--- src/rtl/square_motion_ctrl_pkg.sv ---
// Shared types and helpers for the square overlay motion controller.
//   state_t  : motion sequencer states
//   dir_t    : 2-bit direction code, also the button index (left=0 .. down=3)
//   COORD_W  : width of the x/y coordinate outputs
//   sat_step : one signed step of a coordinate, saturated to [0, max_pos]
package sq_pkg;

    localparam int COORD_W = 10;

    typedef enum logic [1:0] {
        IDLE   = 2'd0,
        ARM    = 2'd1,
        DELAY  = 2'd2,
        REPEAT = 2'd3
    } state_t;

    typedef enum logic [1:0] {
        DIR_LEFT  = 2'd0,
        DIR_RIGHT = 2'd1,
        DIR_UP    = 2'd2,
        DIR_DOWN  = 2'd3
    } dir_t;

    // One extra bit gives a sign, so an underflow below 0 is seen as negative
    // instead of wrapping to a large positive coordinate.
    function automatic logic [COORD_W-1:0] sat_step(
        input logic [COORD_W-1:0] pos,
        input logic               dec,
        input logic [COORD_W-1:0] step,
        input logic [COORD_W-1:0] max_pos
    );
        logic signed [COORD_W:0] sum;
        logic signed [COORD_W:0] hi;
        hi = $signed({1'b0, max_pos});
        if (dec) begin
            sum = $signed({1'b0, pos}) - $signed({1'b0, step});
        end else begin
            sum = $signed({1'b0, pos}) + $signed({1'b0, step});
        end
        if (sum[COORD_W] == 1'b1) begin
            return {COORD_W{1'b0}};
        end else if (sum > hi) begin
            return max_pos;
        end else begin
            return sum[COORD_W-1:0];
        end
    endfunction

endpackage

--- src/rtl/square_motion_ctrl_button_debounce.sv ---
// Synchroniser plus stability-counter debouncer for one active-low button.
//   clk, reset : system clock, asynchronous active-high reset
//   btn_n      : raw active-low button level, asynchronous to clk
//   pressed    : debounced level, 1 = pressed; clears to released on reset
module button_debounce #(
    parameter int DEBOUNCE_CYCLES = 250000
) (
    input  logic clk,
    input  logic reset,
    input  logic btn_n,
    output logic pressed
);

    localparam int CNT_W = $clog2(DEBOUNCE_CYCLES + 1);

    logic             sync1_d, sync1_q;
    logic             sync2_d, sync2_q;
    logic             level_d, level_q;
    logic [CNT_W-1:0] cnt_d,   cnt_q;

    // Accepted level moves only after the synchronised level has disagreed
    // with it on DEBOUNCE_CYCLES consecutive clocks; any agreement restarts.
    always_comb begin
        sync1_d = ~btn_n;
        sync2_d = sync1_q;
        level_d = level_q;
        cnt_d   = cnt_q;
        if (sync2_q != level_q) begin
            if (cnt_q == CNT_W'(DEBOUNCE_CYCLES - 1)) begin
                level_d = sync2_q;
                cnt_d   = {CNT_W{1'b0}};
            end else begin
                level_d = level_q;
                cnt_d   = cnt_q + CNT_W'(1);
            end
        end else begin
            level_d = level_q;
            cnt_d   = {CNT_W{1'b0}};
        end
    end

    // Synchroniser, accepted level and stability counter registers.
    always_ff @(posedge clk or posedge reset) begin
        if (reset) begin
            sync1_q <= 1'b0;
            sync2_q <= 1'b0;
            level_q <= 1'b0;
            cnt_q   <= {CNT_W{1'b0}};
        end else begin
            sync1_q <= sync1_d;
            sync2_q <= sync2_d;
            level_q <= level_d;
            cnt_q   <= cnt_d;
        end
    end

    assign pressed = level_q;

endmodule

--- src/rtl/square_motion_ctrl.sv ---
// Motion controller for the on-screen square overlay. Debounces four
// active-low direction buttons and steps the square at most once per
// frame_start, with press-to-move, hold-to-repeat and clamping.
//   clk, reset              : system clock, asynchronous active-high reset
//   left, right, up, down   : raw active-low buttons
//   frame_start             : one-clk pulse at start of vertical blanking
//   x_pos, y_pos            : top-edge row / left-edge column of the square
//   move_pulse              : one-clk pulse when x_pos or y_pos changes
module square_motion_ctrl
    import sq_pkg::*;
#(
    parameter int X_INIT          = 100,
    parameter int Y_INIT          = 100,
    parameter int W               = 20,
    parameter int H               = 40,
    parameter int SCREEN_W        = 640,
    parameter int SCREEN_H        = 480,
    parameter int DEBOUNCE_CYCLES = 250000,
    parameter int REPEAT_DELAY    = 15,
    parameter int REPEAT_PERIOD   = 2,
    parameter int STEP            = 1
) (
    input  logic               clk,
    input  logic               reset,
    input  logic               left,
    input  logic               right,
    input  logic               up,
    input  logic               down,
    input  logic               frame_start,
    output logic [COORD_W-1:0] x_pos,
    output logic [COORD_W-1:0] y_pos,
    output logic               move_pulse
);

    localparam int CNT_MAX = (REPEAT_DELAY > REPEAT_PERIOD) ? REPEAT_DELAY : REPEAT_PERIOD;
    localparam int CNT_W   = $clog2(CNT_MAX + 1);
    localparam logic [COORD_W-1:0] X_MAX  = COORD_W'(SCREEN_H - H);
    localparam logic [COORD_W-1:0] Y_MAX  = COORD_W'(SCREEN_W - W);
    localparam logic [COORD_W-1:0] X_RST  = COORD_W'(X_INIT);
    localparam logic [COORD_W-1:0] Y_RST  = COORD_W'(Y_INIT);
    localparam logic [COORD_W-1:0] STEP_V = COORD_W'(STEP);

    logic [3:0]         pressed;
    logic               any_pressed;
    dir_t               active_dir;
    logic [COORD_W-1:0] stepped_x, stepped_y;
    logic [CNT_W-1:0]   cnt_inc;
    logic               do_step;

    state_t             state_d, state_q;
    dir_t               dir_d,   dir_q;
    logic [CNT_W-1:0]   cnt_d,   cnt_q;
    logic [COORD_W-1:0] x_d,     x_q;
    logic [COORD_W-1:0] y_d,     y_q;
    logic               move_d,  move_q;

    button_debounce #(.DEBOUNCE_CYCLES(DEBOUNCE_CYCLES)) u_db_left  (.clk(clk), .reset(reset), .btn_n(left),  .pressed(pressed[0]));
    button_debounce #(.DEBOUNCE_CYCLES(DEBOUNCE_CYCLES)) u_db_right (.clk(clk), .reset(reset), .btn_n(right), .pressed(pressed[1]));
    button_debounce #(.DEBOUNCE_CYCLES(DEBOUNCE_CYCLES)) u_db_up    (.clk(clk), .reset(reset), .btn_n(up),    .pressed(pressed[2]));
    button_debounce #(.DEBOUNCE_CYCLES(DEBOUNCE_CYCLES)) u_db_down  (.clk(clk), .reset(reset), .btn_n(down),  .pressed(pressed[3]));

    assign cnt_inc = cnt_q + CNT_W'(1);

    // Priority pick of the active direction: left > right > up > down.
    always_comb begin
        any_pressed = |pressed;
        if (pressed[0]) begin
            active_dir = DIR_LEFT;
        end else if (pressed[1]) begin
            active_dir = DIR_RIGHT;
        end else if (pressed[2]) begin
            active_dir = DIR_UP;
        end else begin
            active_dir = DIR_DOWN;
        end
    end

    // Candidate position after one saturated step in the latched direction.
    always_comb begin
        stepped_x = x_q;
        stepped_y = y_q;
        case (dir_q)
            DIR_LEFT:  stepped_y = sat_step(y_q, 1'b1, STEP_V, Y_MAX);
            DIR_RIGHT: stepped_y = sat_step(y_q, 1'b0, STEP_V, Y_MAX);
            DIR_UP:    stepped_x = sat_step(x_q, 1'b1, STEP_V, X_MAX);
            DIR_DOWN:  stepped_x = sat_step(x_q, 1'b0, STEP_V, X_MAX);
            default: begin
                stepped_x = x_q;
                stepped_y = y_q;
            end
        endcase
    end

    // Sequencer next state: release and direction change take priority over
    // frame_start, so neither can produce a step in the cycle they happen.
    always_comb begin
        state_d = state_q;
        dir_d   = dir_q;
        cnt_d   = cnt_q;
        do_step = 1'b0;
        case (state_q)
            IDLE: begin
                if (any_pressed) begin
                    state_d = ARM;
                    dir_d   = active_dir;
                    cnt_d   = {CNT_W{1'b0}};
                end else begin
                    state_d = IDLE;
                end
            end
            ARM, DELAY, REPEAT: begin
                if (!any_pressed) begin
                    state_d = IDLE;
                    cnt_d   = {CNT_W{1'b0}};
                end else if (active_dir != dir_q) begin
                    state_d = ARM;
                    dir_d   = active_dir;
                    cnt_d   = {CNT_W{1'b0}};
                end else if (frame_start) begin
                    case (state_q)
                        ARM: begin
                            do_step = 1'b1;
                            cnt_d   = {CNT_W{1'b0}};
                            state_d = DELAY;
                        end
                        DELAY: begin
                            if (cnt_inc == CNT_W'(REPEAT_DELAY)) begin
                                do_step = 1'b1;
                                cnt_d   = {CNT_W{1'b0}};
                                state_d = REPEAT;
                            end else begin
                                cnt_d   = cnt_inc;
                            end
                        end
                        REPEAT: begin
                            if (cnt_inc == CNT_W'(REPEAT_PERIOD)) begin
                                do_step = 1'b1;
                                cnt_d   = {CNT_W{1'b0}};
                            end else begin
                                cnt_d   = cnt_inc;
                            end
                        end
                        default: begin
                            state_d = IDLE;
                        end
                    endcase
                end else begin
                    state_d = state_q;
                end
            end
            default: begin
                state_d = IDLE;
                cnt_d   = {CNT_W{1'b0}};
            end
        endcase
    end

    // Position update; a step pinned at a bound changes nothing and stays silent.
    always_comb begin
        x_d    = x_q;
        y_d    = y_q;
        move_d = 1'b0;
        if (do_step) begin
            x_d    = stepped_x;
            y_d    = stepped_y;
            move_d = (stepped_x != x_q) || (stepped_y != y_q);
        end else begin
            move_d = 1'b0;
        end
    end

    // State, counter and position registers.
    always_ff @(posedge clk or posedge reset) begin
        if (reset) begin
            state_q <= IDLE;
            dir_q   <= DIR_LEFT;
            cnt_q   <= {CNT_W{1'b0}};
            x_q     <= X_RST;
            y_q     <= Y_RST;
            move_q  <= 1'b0;
        end else begin
            state_q <= state_d;
            dir_q   <= dir_d;
            cnt_q   <= cnt_d;
            x_q     <= x_d;
            y_q     <= y_d;
            move_q  <= move_d;
        end
    end

    assign x_pos      = x_q;
    assign y_pos      = y_q;
    assign move_pulse = move_q;

endmodule

--- config.mk ---
export PLATFORM = sky130hd
export DESIGN_NAME = square_motion_ctrl
export DESIGN_NICKNAME = d
export VERILOG_FILES = /design/src/rtl/square_motion_ctrl_pkg.sv /design/src/rtl/square_motion_ctrl_button_debounce.sv /design/src/rtl/square_motion_ctrl.sv
export SDC_FILE = /design/constraint.sdc
export NUM_CORES = 1
export LEC_CHECK = 0
export ABC_CLOCK_PERIOD_IN_PS = 6740
export BUFFER_PORTS_ARGS = -buffer_cell sky130_fd_sc_hd__buf_2
export CELL_PAD_IN_SITES_DETAIL_PLACEMENT = 0
export CELL_PAD_IN_SITES_GLOBAL_PLACEMENT = 1
export CORE_MARGIN = 4
export CORE_UTILIZATION = 52
export CTS_CLUSTER_SIZE = 20
export DETAILED_ROUTE_END_ITERATION = 8
export PLACE_DENSITY_LB_ADDON = 0.3
export RECOVER_POWER = 100
export SYNTH_ARGS = -nofsm -noshare
export SYNTH_HDL_FRONTEND = slang
export SYNTH_HIERARCHICAL = 1
export SYNTH_SLANG_ARGS = --single-unit
--- constraint.sdc ---
create_clock -name clk -period 6.74 [get_ports clk]
set_input_delay 1.348 -clock clk [delete_from_list [all_inputs] [get_ports clk]]
set_output_delay 1.348 -clock clk [all_outputs]
set_load 0.005 [all_outputs]
* After elaboration in Yosys (flattened, before gate mapping) *
Index checks and enable logic that the tools add are counted.

storage, ports and cells
  bits of input ports = 7
  output and inout bits = 21
  bits in registers = 113

cells by class
  bitwise gates (word level) = 4
  magnitude comparators = 4
  mux-type cells = 52
  equality and inequality tests = 26
  reduce and logical (&&, ||, !) cells = 12
  add/sub/neg operators = 9

operators by type and width
  cell                     count
  $mux W18                 8
  $mux W10                 8
  $add A18 B1 Y18 const B  4
  $eq A18 B18 Y1 const B   4
  $mux W11                 4
  $pmux W10 S2             2
  $mux W4                  6
  $add A10 B1 Y11 const B  2
  $gt A11 B10 Y1 const B   2
  $gt A11 B11 Y1 const B   2
  $sub A10 B1 Y11 const B  2
  $ne A10 B10 Y1           2
  $mux W2                  9
  $pmux W4 S3              1
  $mux W1                  9
  $reduce_and A3 Y1        3
  $eq A2 B2 Y1 const B     4
  $ne A4 B4 Y1 const B     2
  $pmux W2 S2              2
  $pmux W4 S2              1
  $reduce_and A2 Y1        4
  $ne A2 B2 Y1 const B     3
  $ne A6 B6 Y1 const B     1
  $pmux W2 S3              1
  13 further kinds         21

* Longest topological paths before layout *
  depth after elaboration = 9
  gate-level depth with buffers = 13
  gate-level depth less buffers = 11

* Hierarchy *
The synthesis kept the hierarchy.

modules (own cells, without submodules)
  module              sequential area each (µm²)  instances  cells an instance  area an instance (µm²)
  button_debounce     525.5                       4          96                 1016.0
  square_motion_ctrl  733.2                       1          527                3766.1

* Worst setup path before layout *
No wires, ideal clock.

  path type = register -> register
  from = register x_q[1], in the netlist x_pos[1]
  to = register move_q, in the netlist move_pulse
  stages on the path, launching flop included = 14
  setup time = 0.134 ns
  data arrival time = 3.447 ns
  path buffers = 2
  setup slack = 3.159 ns
  period minus slack after synthesis = 3.581 ns
  required time = 6.606 ns
  path through = dfrtp_1 clkbuf_1 inv_1 ha_1 or3b_1 buf_2 or4_4 o211ai_2 a21oi_2 a311oi_1 nand4_1 or4_1 a2111oi_2 a21oi_1

on the way
  word-level cells in the longest chain between the ends = 9
  elaborated cells on any way between the ends = 14
  those cells by class = 2 x add/sub; 2 x order compare; 1 x eq/ne; 8 x mux; 1 x reduce/logical

ends and longest elaborated chain
  element                                             RTL line                                                    text
  start: declaration                                  square_motion_ctrl.sv:53                                    logic [COORD_W-1:0] x_d, x_q;
  start signal: assignment                            square_motion_ctrl.sv:178                                   x_q <= X_RST;
  start signal: assignment                            square_motion_ctrl.sv:185                                   x_q <= x_d;
  $add A10 B1 Y11 or $sub A10 B1 Y11 (tied branches)  square_motion_ctrl_pkg.sv:38, square_motion_ctrl_pkg.sv:36
  $mux W11                                            square_motion_ctrl.sv:82                                    case (dir_q)
  $gt A11 B10 Y1                                      square_motion_ctrl_pkg.sv:42                                end else if (sum > hi) begin
  $mux W10                                            square_motion_ctrl_pkg.sv:42
  $mux W10                                            square_motion_ctrl_pkg.sv:40                                if (sum[COORD_W] == 1'b1) begin
  $pmux W10 S2                                        square_motion_ctrl.sv:82
  $ne A10 B10 Y1 (*)                                  square_motion_ctrl.sv:166                                   move_d = (stepped_x != x_q) || (stepped_y != y_q);
  $logic_or A1 B1 Y1 (*)                              square_motion_ctrl.sv:166
  $mux W1 (*)                                         square_motion_ctrl.sv:163                                   if (do_step) begin
  named net move_d                                    square_motion_ctrl.sv:55                                    logic move_d, move_q;
  end signal: assignment                              square_motion_ctrl.sv:187                                   move_q <= move_d;
  end: declaration                                    square_motion_ctrl.sv:55

The timed path passes the listed nets; every way through them passes the cells marked *. The select of a mux whose other input is x is not followed.
A chain may end at the register's enable or synchronous reset.

* Worst setup path after layout *
  from = register y_q[1], in the netlist y_pos[1]
  to = register move_q, in the netlist move_pulse

on the way
  word-level cells in the longest chain between the ends = 9
  elaborated cells on any way between the ends = 14
  those cells by class = 2 x add/sub; 2 x order compare; 1 x eq/ne; 8 x mux; 1 x reduce/logical

ends and longest elaborated chain
  element                                             RTL line                                                    text
  start: declaration                                  square_motion_ctrl.sv:54                                    logic [COORD_W-1:0] y_d, y_q;
  start signal: assignment                            square_motion_ctrl.sv:186                                   y_q <= y_d;
  $add A10 B1 Y11 or $sub A10 B1 Y11 (tied branches)  square_motion_ctrl_pkg.sv:38, square_motion_ctrl_pkg.sv:36
  $mux W11                                            square_motion_ctrl.sv:82
  $gt A11 B11 Y1                                      square_motion_ctrl_pkg.sv:42
  $mux W10                                            square_motion_ctrl_pkg.sv:42
  $mux W10                                            square_motion_ctrl_pkg.sv:40
  $pmux W10 S2                                        square_motion_ctrl.sv:82
  $ne A10 B10 Y1 (*)                                  square_motion_ctrl.sv:166
  $logic_or A1 B1 Y1 (*)                              square_motion_ctrl.sv:166
  $mux W1 (*)                                         square_motion_ctrl.sv:163
  named net move_d                                    square_motion_ctrl.sv:55

Marks and branches as above.

==> impl_metrics.toml <==
[synthesis]
synth-seq-cells = 113
postSynthCellCount = 911
synth.avg_cell_area_sq_um = 8.595
synth_cell_types = 80
yosysWarnings = 6
synth-edff-count = 0
syn_area_sq_mm = 0.007830
ys_seq_area_frac = 0.3621
syn_nets = 936
synthArstFlopShare = 1.000
synthFlopType = "dfrtp_1"

[outcome]
status = "finished, violations left"
violations = "capacitance limit, slew limit"

[worst_setup_path]
r2r_cells = 11
crit_type = "reg2reg"
startpoint_type = "flip-flop"
path_depth = 11
path_buf_inv = 1
crit_arrival_ns = 4.41
critical_path.max_fanout = 17
slowest_delay_ns = 0.75
cp.required_ns = 7.02
cpMaxStageDelayCell = "nor3b_1"
critPathCaptureType = "flip-flop"
critical_path.top_delay_family = "simple AND/OR/NAND/NOR gates"
path_cells = "inv_1 > ha_1 > nor3b_1 > o21ai_0 > a2bb2oi_1 > nand2_1 > a41oi_1 > nand4_1 > or4_1 > a2111oi_0 > a21oi_1"

[cts]
clock_latency_ns = 0.41
postCtsHoldBufs = 0
cts_max_path_buffers = 2
cts_setup_buffers = 0
clock-sinks = 113
cts_resized = 0
clk_pin_slew_worst_paths_ns = 0.06
numCtsBuffers = 17
cts_tree = "done"
cts_root_buffer = "clkbuf_16"
cts_max_level = 4

[power]
p_per_area_mw_per_mm2 = 194.2
power.leakage_uw = 0.003527
vdd_ir_drop_max_mv = 0.1967

[run]
maxCapViolCount = 5

[floorplanning]
fp.coreArea_sq_mm = 0.01464
ioPinCount = 28
num_rows = 44
initial_utilization = 0.5347
die_h_um = 130.7
die-area_sq_mm = 0.01709
die_w_um = 130.7

[routing]
drtAntennaViolNets = 0
via_per_inst = 6.446
vias = 7155
drt_iter0_drc = 860
routed_wl_um = 19910
wl_per_cell_um = 17.93
first_pass_iters = 8
drcViolationCount = 0

[sta]
setup_tns_ns = 0
hold_violations = 0
skew_ns = 0.009362
setup_violations = 0
period_share = 0.6129
finalCriticalPeriod_ns = 4.131
rsz0062_at_grt = "no"
relSlewSlack = -0.8660
fmax_mhz = 242.1
worst_slew_pin_slew_ns = 2.763
slew_viol_final = 106

[min_path]
min_path_cells = 0
hold_class = "reg2reg"

[place]
gp_congestion = 0.9704
place_hpwl_um = 13780
port_buffers = 27
dpl_cell_area_sq_mm = 0.007996

[grt]
grt.overflow.total = 0
grt_usage = 0.2384
grt_pass1_wl_um = 33150
grt_pass1_vias = 6825
antenna_found_initial = 1
grt_start_max_net_pins = 30

[cells_and_area]
seqCellArea_sq_mm = 0.002835
fill_cells = 1339
synthToLayoutAreaGrowth_pct = 8.325
multi_input_area_sq_mm = 0.004529
n_antenna_cell = 0
fin_nets = 938
drive_gt1_frac = 0.08639
final_cell_area_sq_mm = 0.008482
==> worst paths after layout <==
kind                                     from                 end  slack [ns]
max reg2reg                          y_pos[1]          move_pulse        2.61
min                        u_db_right/sync1_q  u_db_right/sync2_q        0.36
min in group asynchronous               reset    u_db_up/cnt_q[8]        1.19
max                                  y_pos[1]          move_pulse        2.61
max in group asynchronous               reset            x_pos[9]        4.15
min reg2reg                u_db_right/sync1_q  u_db_right/sync2_q        0.36
==> cell usage after synthesis, types with 5 or more instances <==
master    instances  area (sq um)
a211oi_1          6         45.04
clkbuf_1         29         108.9
or2_2             5         31.28
o21ai_0          45         225.2
xor2_1           41         359.1
nor3_1           16         80.08
and4_1           18         157.7
and2_1            5         31.28
nand2_1          54         202.7
nand4_1          35         219.0
mux2i_1           8         80.08
ha_1             18         225.2
xnor2_1          29         254.0
nor2b_1          14         87.58
nor4_1           17         106.4
dfstp_2           6         157.7
dfrtp_1         107          2678
or4_4             5         56.30
or3_1            11         68.82
nand2b_1         10         62.56
a31oi_1          12         75.07
mux2_2            9         101.4
and4_2            8         80.08
a22oi_1           6         45.04
buf_2             9         45.04
a21o_1            8         60.06
o31ai_1          14         105.1
nor2_1          125         469.2
or4_1             9         67.56
nand3_1          50         250.2
a21oi_1          37         185.2
o22ai_1           5         31.28
and3_1           13         81.33
inv_1            35         131.4
==> cells in the final DEF (no fill, tap or decap), types with 12 or more instances in the layout <==
cell type,n
o21ai_0,46
buf_2,17
clkbuf_16,17
xnor2_1,29
nor2_1,125
a21oi_1,37
nor3_1,16
xor2_1,41
nand2_1,54
nor2b_1,14
nand4_1,35
and4_1,18
nor4_1,17
o31ai_1,14
dfrtp_1,107
and3_1,13
ha_1,18
inv_1,35
nand3_1,50
a31oi_1,12
==> metrics by stage <==
stage / worst slack, ns / hold slack (ns) / util / std cells / power, uW
2_1_floorplan: 3.159 / 0.3312 / - / 911 / 734.8
3_3_place_gp: 3.002 / 0.3325 / 0.5461 / 1078 / 742.8
3_5_place_dp: 2.924 / 0.3404 / 0.5461 / 1078 / 745.8
4_1_cts: 2.899 / 0.3550 / 0.5875 / 1110 / 1669
5_1_grt: 2.418 / 0.3563 / 0.5792 / 1110 / 1705
6_report: 2.609 / 0.3565 / 0.5792 / 1110 / 1647
==> cells by family (layout without fill, tap and decap cells) <==
| logic type | count (synthesis) | after routing | synth area share |
|---|---|---|---|
| simple gates | 410 | 410 | 0.2795 |
| compound gates | 198 | 198 | 0.1822 |
| flops | 113 | 113 | 0.3621 |
| buf+inv | 85 | 100 | 0.04602 |
| xor+xnor | 70 | 70 | 0.07830 |
| fa+ha+maj | 18 | 18 | 0.02876 |
| mux | 17 | 17 | 0.02317 |
==> state kept, by name (all words and copies together), names as in the netlist, 2 cells and up <==
name / flops
u_db_right/cnt_q: 18
x_pos: 10
u_db_left/cnt_q: 18
dir_q: 2
cnt_q: 4
y_pos: 10
u_db_down/cnt_q: 18
u_db_up/cnt_q: 18
state_q: 2
==> where the power goes <==
group          internal [uW]  switching [uW]  leakage [uW]
logic                   8.29            27.2       0.00172
clock network            584             334      0.000294
registers                687            7.11       0.00151
==> routing by layer <==
| layer | global-route usage | up-vias | share of wire | wire (um) |
|---|---|---|---|---|
| li1 | - | 3360 | - | - |
| met1 | 0.3137 | 3406 | 0.43 | 8635 |
| met2 | 0.3825 | 322 | 0.47 | 9363 |
| met3 | 0.04675 | 65 | 0.066 | 1306 |
| met4 | 0.1071 | 2 | 0.029 | 580 |
| met5 | 0 | - | 0.00095 | 19 |
==> worst reg2reg max path, delay by kind of cell, from the launching register on <==
kind	cells	cell delay (ns)
compound gates	5	1.43
flops	1	0.58
fa+ha+maj	1	0.23
simple gates	4	1.57
buf+inv	1	0.20
==> cell type report <==
class / count / area share
multi-input combinational: 713 / 0.5340
clock inverter: 15 / 0.02139
inverter: 39 / 0.01726
tap: 184 / 0.02714
clock buffer: 17 / 0.05015
timing repair buffer: 29 / 0.01578
sequential: 113 / 0.3343
(Power assumes the default switching activity.)
